$ cat src/rtl/pc_pkg.sv
// Shared types and constants for the program-counter sequencer and its return stack.
package pc_pkg;

  typedef enum logic [2:0] {
    PC_HOLD,
    PC_INC,
    PC_BR,
    PC_CALL,
    PC_RET
  } pc_op_t;

  localparam int unsigned PC_RESET_ADDR_DEFAULT = 0;

  // Bit positions inside the sticky error vector.
  localparam int ERR_W       = 2;
  localparam int ERR_OVF_BIT = 0;
  localparam int ERR_UNF_BIT = 1;

endpackage

$ cat src/rtl/pc_ret_stack.sv
// Return-address LIFO indexed by its occupancy count; the top entry is read combinationally.
module pc_ret_stack
  import pc_pkg::*;
#(
  parameter int DEPTH = 4,
  parameter int W     = 8
) (
  input  logic         clk,
  input  logic         rst,
  input  logic         push,
  input  logic         pop,
  input  logic [W-1:0] din,
  output logic [W-1:0] top,
  output logic         full,
  output logic         empty
);

  localparam int AW = $clog2(DEPTH);
  localparam int CW = AW + 1;

  logic [CW-1:0] count_q, count_d;
  logic [W-1:0]  mem_rd [DEPTH];
  logic [AW-1:0] top_idx;
  logic          do_push, do_pop;

  always_comb begin
    full    = (count_q == CW'(DEPTH));
    empty   = (count_q == '0);
    do_pop  = pop && !empty;
    do_push = push && !pop && !full;
    count_d = count_q;
    if (do_pop) begin
      count_d = count_q - CW'(1);
    end else if (do_push) begin
      count_d = count_q + CW'(1);
    end
    // DEPTH is a power of two, so the low count bits minus one wrap onto the top slot.
    top_idx = count_q[AW-1:0] - AW'(1);
    top     = mem_rd[top_idx];
  end

  always_ff @(posedge clk or posedge rst) begin
    if (rst) begin
      count_q <= '0;
    end else begin
      count_q <= count_d;
    end
  end

  for (genvar gi = 0; gi < DEPTH; gi++) begin : g_entry
    logic [W-1:0] entry_q;

    always_ff @(posedge clk or posedge rst) begin
      if (rst) begin
        entry_q <= '0;
      end else if (do_push && (count_q[AW-1:0] == AW'(gi))) begin
        entry_q <= din;
      end
    end

    assign mem_rd[gi] = entry_q;
  end

endmodule

$ cat src/rtl/pc_stack_seq.sv
// Program-counter sequencer with return-address stack and sticky overflow/underflow flags.
// Define PC_STACK_SEQ_REL_BRANCH_EN for PC-relative branch/call targets (default: absolute).
module pc_stack_seq
  import pc_pkg::*;
#(
  parameter int          ADDR_W      = 8,
  parameter int          STACK_DEPTH = 4,
  parameter int unsigned RESET_ADDR  = PC_RESET_ADDR_DEFAULT
) (
  input  logic              clk,
  input  logic              rst,
  input  logic              en,
  input  logic              brnch_yes,
  input  logic              call,
  input  logic              ret,
  input  logic [ADDR_W-1:0] target,
  input  logic              err_clr,
  output logic [ADDR_W-1:0] addr,
  output logic              stk_full,
  output logic              stk_empty,
  output logic              stk_ovf,
  output logic              stk_unf
);

  pc_op_t            op;
  logic [ADDR_W-1:0] addr_q, addr_d;
  logic [ADDR_W-1:0] ret_addr, br_target, stk_top;
  logic [ERR_W-1:0]  err_q, err_d;
  logic              stk_push, stk_pop;

  assign ret_addr = addr_q + ADDR_W'(1);

`ifdef PC_STACK_SEQ_REL_BRANCH_EN
  // Two's-complement offset; the modulo sum makes negative offsets fall out naturally.
  assign br_target = addr_q + target;
`else
  assign br_target = target;
`endif

  always_comb begin
    op = PC_HOLD;
    if (en) begin
      if (ret) begin
        op = PC_RET;
      end else if (call) begin
        op = PC_CALL;
      end else if (brnch_yes) begin
        op = PC_BR;
      end else begin
        op = PC_INC;
      end
    end
  end

  always_comb begin
    addr_d   = addr_q;
    stk_push = 1'b0;
    stk_pop  = 1'b0;
    // A new error in the same cycle overrides the clear.
    err_d    = err_clr ? '0 : err_q;
    case (op)
      PC_INC: addr_d = ret_addr;
      PC_BR:  addr_d = br_target;
      PC_CALL: begin
        if (stk_full) begin
          err_d[ERR_OVF_BIT] = 1'b1;
        end else begin
          stk_push = 1'b1;
          addr_d   = br_target;
        end
      end
      PC_RET: begin
        if (stk_empty) begin
          err_d[ERR_UNF_BIT] = 1'b1;
        end else begin
          stk_pop = 1'b1;
          addr_d  = stk_top;
        end
      end
      PC_HOLD: addr_d = addr_q;
      default: addr_d = addr_q;
    endcase
  end

  always_ff @(posedge clk or posedge rst) begin
    if (rst) begin
      addr_q <= ADDR_W'(RESET_ADDR);
      err_q  <= '0;
    end else begin
      addr_q <= addr_d;
      err_q  <= err_d;
    end
  end

  pc_ret_stack #(
    .DEPTH (STACK_DEPTH),
    .W     (ADDR_W)
  ) u_stack (
    .clk   (clk),
    .rst   (rst),
    .push  (stk_push),
    .pop   (stk_pop),
    .din   (ret_addr),
    .top   (stk_top),
    .full  (stk_full),
    .empty (stk_empty)
  );

  assign addr    = addr_q;
  assign stk_ovf = err_q[ERR_OVF_BIT];
  assign stk_unf = err_q[ERR_UNF_BIT];

endmodule

$ cat config.mk
export PLATFORM = sky130hd
export DESIGN_NAME = pc_stack_seq
export DESIGN_NICKNAME = d
export VERILOG_FILES = /design/src/rtl/pc_pkg.sv /design/src/rtl/pc_ret_stack.sv /design/src/rtl/pc_stack_seq.sv
export SDC_FILE = /design/constraint.sdc
export NUM_CORES = 1
export LEC_CHECK = 0
export ABC_CLOCK_PERIOD_IN_PS = 4200
export CAP_MARGIN = 20
export CORE_ASPECT_RATIO = 0.5
export CORE_MARGIN = 5
export CORE_UTILIZATION = 40
export CTS_BUF_LIST = sky130_fd_sc_hd__clkbuf_8
export DETAILED_ROUTE_END_ITERATION = 7
export SLEW_MARGIN = 20
export SYNTH_ARGS = -nofsm -noshare
export SYNTH_HDL_FRONTEND = slang
export SYNTH_HIERARCHICAL = 1
export SYNTH_SLANG_ARGS = --single-unit
$ cat constraint.sdc
create_clock -name clk -period 4.2 [get_ports clk]
set_input_delay 0.42 -clock clk [delete_from_list [all_inputs] [get_ports clk]]
set_output_delay 0.42 -clock clk [all_outputs]
set_load 0.05 [all_outputs]
==> impl_metrics.ini <==
[synthesis]
netlist_instances = 194
ys_seq_area_frac = 0.4687
synthMuxAreaShare = 0.2333
synth.area.top_cells = dfrtp_1 (47%), mux2_2 (15%), mux4_2 (7.5%)
synth-simple-area-share = 0.1042
synth_compound_area_frac = 0.1078
synth-async-reset-ratio = 1.000
synthFlopType = dfrtp_1
synth.ff_latch_count = 45
synth_top_area_share = 0.4687
yosysWarnings = 6
synthAdderAreaFrac = 0.03438
syn-num-nets = 215
synth_edf_count = 0
synth_top_family_by_area = multiplexers
synth_cell_types = 45
avgSynthCellArea_um2 = 12.38
synth_xor_area_frac = 0.02188
netlist_area_um2 = 2402
synth_top_area_cell = dfrtp_1

[clocking]
clockBufferDepth = 2
cts_setup_buffers = 0
root_buffer = clkbuf_8
cts.repair.resized = 0
cts.htree.levels = 2
numClockSinks = 45
cts.hold.buffers_added = 0
clk_latency_ps = 300
cts_tree = done
cts.clk_slew.worst_paths_ps = 80
cts_inserted_buffers = 5

[die]
fp.dieW_um = 119.6
row_count = 19
die_area_um2 = 7750
initial_core_util = 0.4246
io_pins = 27
coreArea_um2 = 5658
fp.dieH_um = 64.80

[sta]
worstMarginPinSlew_ps = 629.3
slew_violations = 0
rsz0062_at_grt = false
finalSetupTns_ps = 0
clock_skew_ps = 6.957
period_share = 0.7127
hold_viol_final = 0
finalCriticalPeriod_ps = 2993
setup_viol = 0
slew-limit-headroom = 0.5780
fmax_mhz = 334.1

[final_layout]
insertedDiodeCount = 0
nets = 244
finalInstanceArea_um2 = 2814
area.growth.synth_to_final_pct = 17.14
instances_no_fill = 297
final_common_cell = dfrtp_1
most-common-layout-cells = dfrtp_1 (45), mux2_2 (32), clkdlybuf4s50_1 (26), nand2_1 (12), inv_1 (12)
drive_gt1_frac = 0.2589

[grt]
grt_pass1_wl_um = 9059
antenna_found_initial = 0
track_usage = 0.1515
grt_overflow_total = 0
grt_pass1_vias = 1728
grt_start_max_net_pins = 36

[power]
power_frac_comb = 0.481
swShare = 0.4091
power_frac_clock = 0.128
vdd_drop_max_uv = 239.8
power_switching_w = 0.0008284
p_int_w = 0.001197
cellPowerDensity_nw_per_um2 = 719.7
p_seq_frac = 0.391
p_leak_nw = 1.227

[routing]
drcViolationCount = 0
wl_per_cell_um = 18.26
vias_per_cell = 5.606
drtPass1Iterations = 4
postRouteAntennaNets = 0
drtIter0Drc = 69
wl_um = 5424
vias = 1665

[worst_setup_path]
reg2reg_from = u_stack/count_q[0]
cp-start-kind = flip-flop
crit_path_max_fanout = 11
crit_top_cell = inv_1
r2r_cells = 8
arrival_ps = 2570
critPathMaxStageDelay_ps = 710
cp_slowest_cell = clkdlybuf4s50_1
crit_type = flip-flop to primary output
crit_chain = inv_1 -> ha_1 -> nand2b_1 -> inv_1 -> clkdlybuf4s50_1
r2r_setup_slack_ps = 1220
worstPathRequired_ps = 3780
rr_endpoint = u_stack/g_entry[1].entry_q[6]
cp-end-kind = primary output

[place]
placed_cells = 289
portBuffers = 26
dpl_cell_area_um2 = 2731
dp_hpwl_um = 3993
gp_congestion = 0.8924

[run_status]
run_status = finished clean

[min_path]
hold_path_class = input port to asynchronous set/reset pin

[job]
maxCapViolCount = 0
## per-layer routing
metal	wire length, µm	GRT usage	vias to the layer above
met4	76	0.04993	0
met3	186	0.03736	8
met1	2666	0.2124	852
met5	0	0	-
li1	-	-	772
met2	2495	0.2331	33
## worst max-delay path, delay by kind of cell, from the launching register on
kind	cells	cell delay, ps
flops	1	680
buf+inv	3	1060
simple gates	1	200
fa+ha+maj	1	330
## synth_stat cells, types with 2 or more instances
cell       n
nor3_1     4
nand3_1    3
inv_1     11
a222oi_1   2
nor3b_1    3
mux2_2    32
xor2_1     2
o21ai_0    9
nor2_1     6
a21oi_1    2
nand2b_1   3
buf_2      2
dfrtp_1   45
nand2_1   12
a221oi_1   3
and2_1     2
o22ai_1    3
ha_1       5
a22oi_1    2
o21ai_1    4
mux4_2     8
mux2i_1    2
buf_4      2
xnor2_1    4
nand3_2    3
## metrics by stage
step / hold slack (ps) / power, W / utilization / setup slack [ps]
after floorplan: 260.2 / 0.001494 / - / 1572
after global placement: 482.6 / 0.001745 / 0.4828 / 1265
after detailed placement: 493.3 / 0.001774 / 0.4828 / 1231
after CTS: 424.3 / 0.002042 / 0.4973 / 1210
after global routing: 454.1 / 0.002167 / 0.4973 / 974.3
final: 433.4 / 0.002025 / 0.4973 / 1207
## cell type report
cell class | instances | area (µm²)
sequential | 45 | 1126
inverter | 11 | 41.29
clock buffer | 5 | 68.82
timing repair buffer | 27 | 267.8
fill | 498 | 2844
clock inverter | 3 | 13.76
multi-input combinational | 133 | 1205
tap | 73 | 91.34
## power groups by stage
| stage | combinational (W) | sequential [W] | clock (W) |
|---|---|---|---|
| CTS | 0.000982 | 0.000789 | 0.000271 |
| global placement | 0.000959 | 0.000786 | 0 |
| floorplan | 0.000624 | 0.000869 | 0 |
| detailed placement | 0.000979 | 0.000795 | 0 |
| finish | 0.000975 | 0.000791 | 0.000259 |
| global route | 0.00106 | 0.000817 | 0.000293 |
## logic make-up (layout without fill, tap and decap cells)
group | Yosys count | in the layout
and+or+nand+nor | 44 | 44
xor gates and xnor gates | 6 | 6
DFF | 45 | 45
AOI/OAI and AO/OA | 35 | 35
muxes | 42 | 42
buffers and inverters | 16 | 46
adders and majority gates | 6 | 6
## flip-flops by register name (all words and copies together), names as in the netlist
signal and cells:
addr 8, u_stack/g_entry.entry_q 32, err_q 2, u_stack/count_q 3
## worst max-delay path by stage
stage / from / endpoint / slack, ps / cells after the start
global placement: ret / u_stack/g_entry[3].entry_q[6] / 1270 / 6
global route: u_stack/count_q[0] / u_stack/g_entry[0].entry_q[3] / 970 / 8
CTS: u_stack/count_q[0] / stk_empty / 1210 / 5
detailed placement: ret / u_stack/count_q[2] / 1230 / 8
floorplan: u_stack/count_q[0] / u_stack/count_q[2] / 1570 / 10
finish: u_stack/count_q[0] / stk_empty / 1210 / 5
Note: power is estimated with default switching activity, not from simulation.
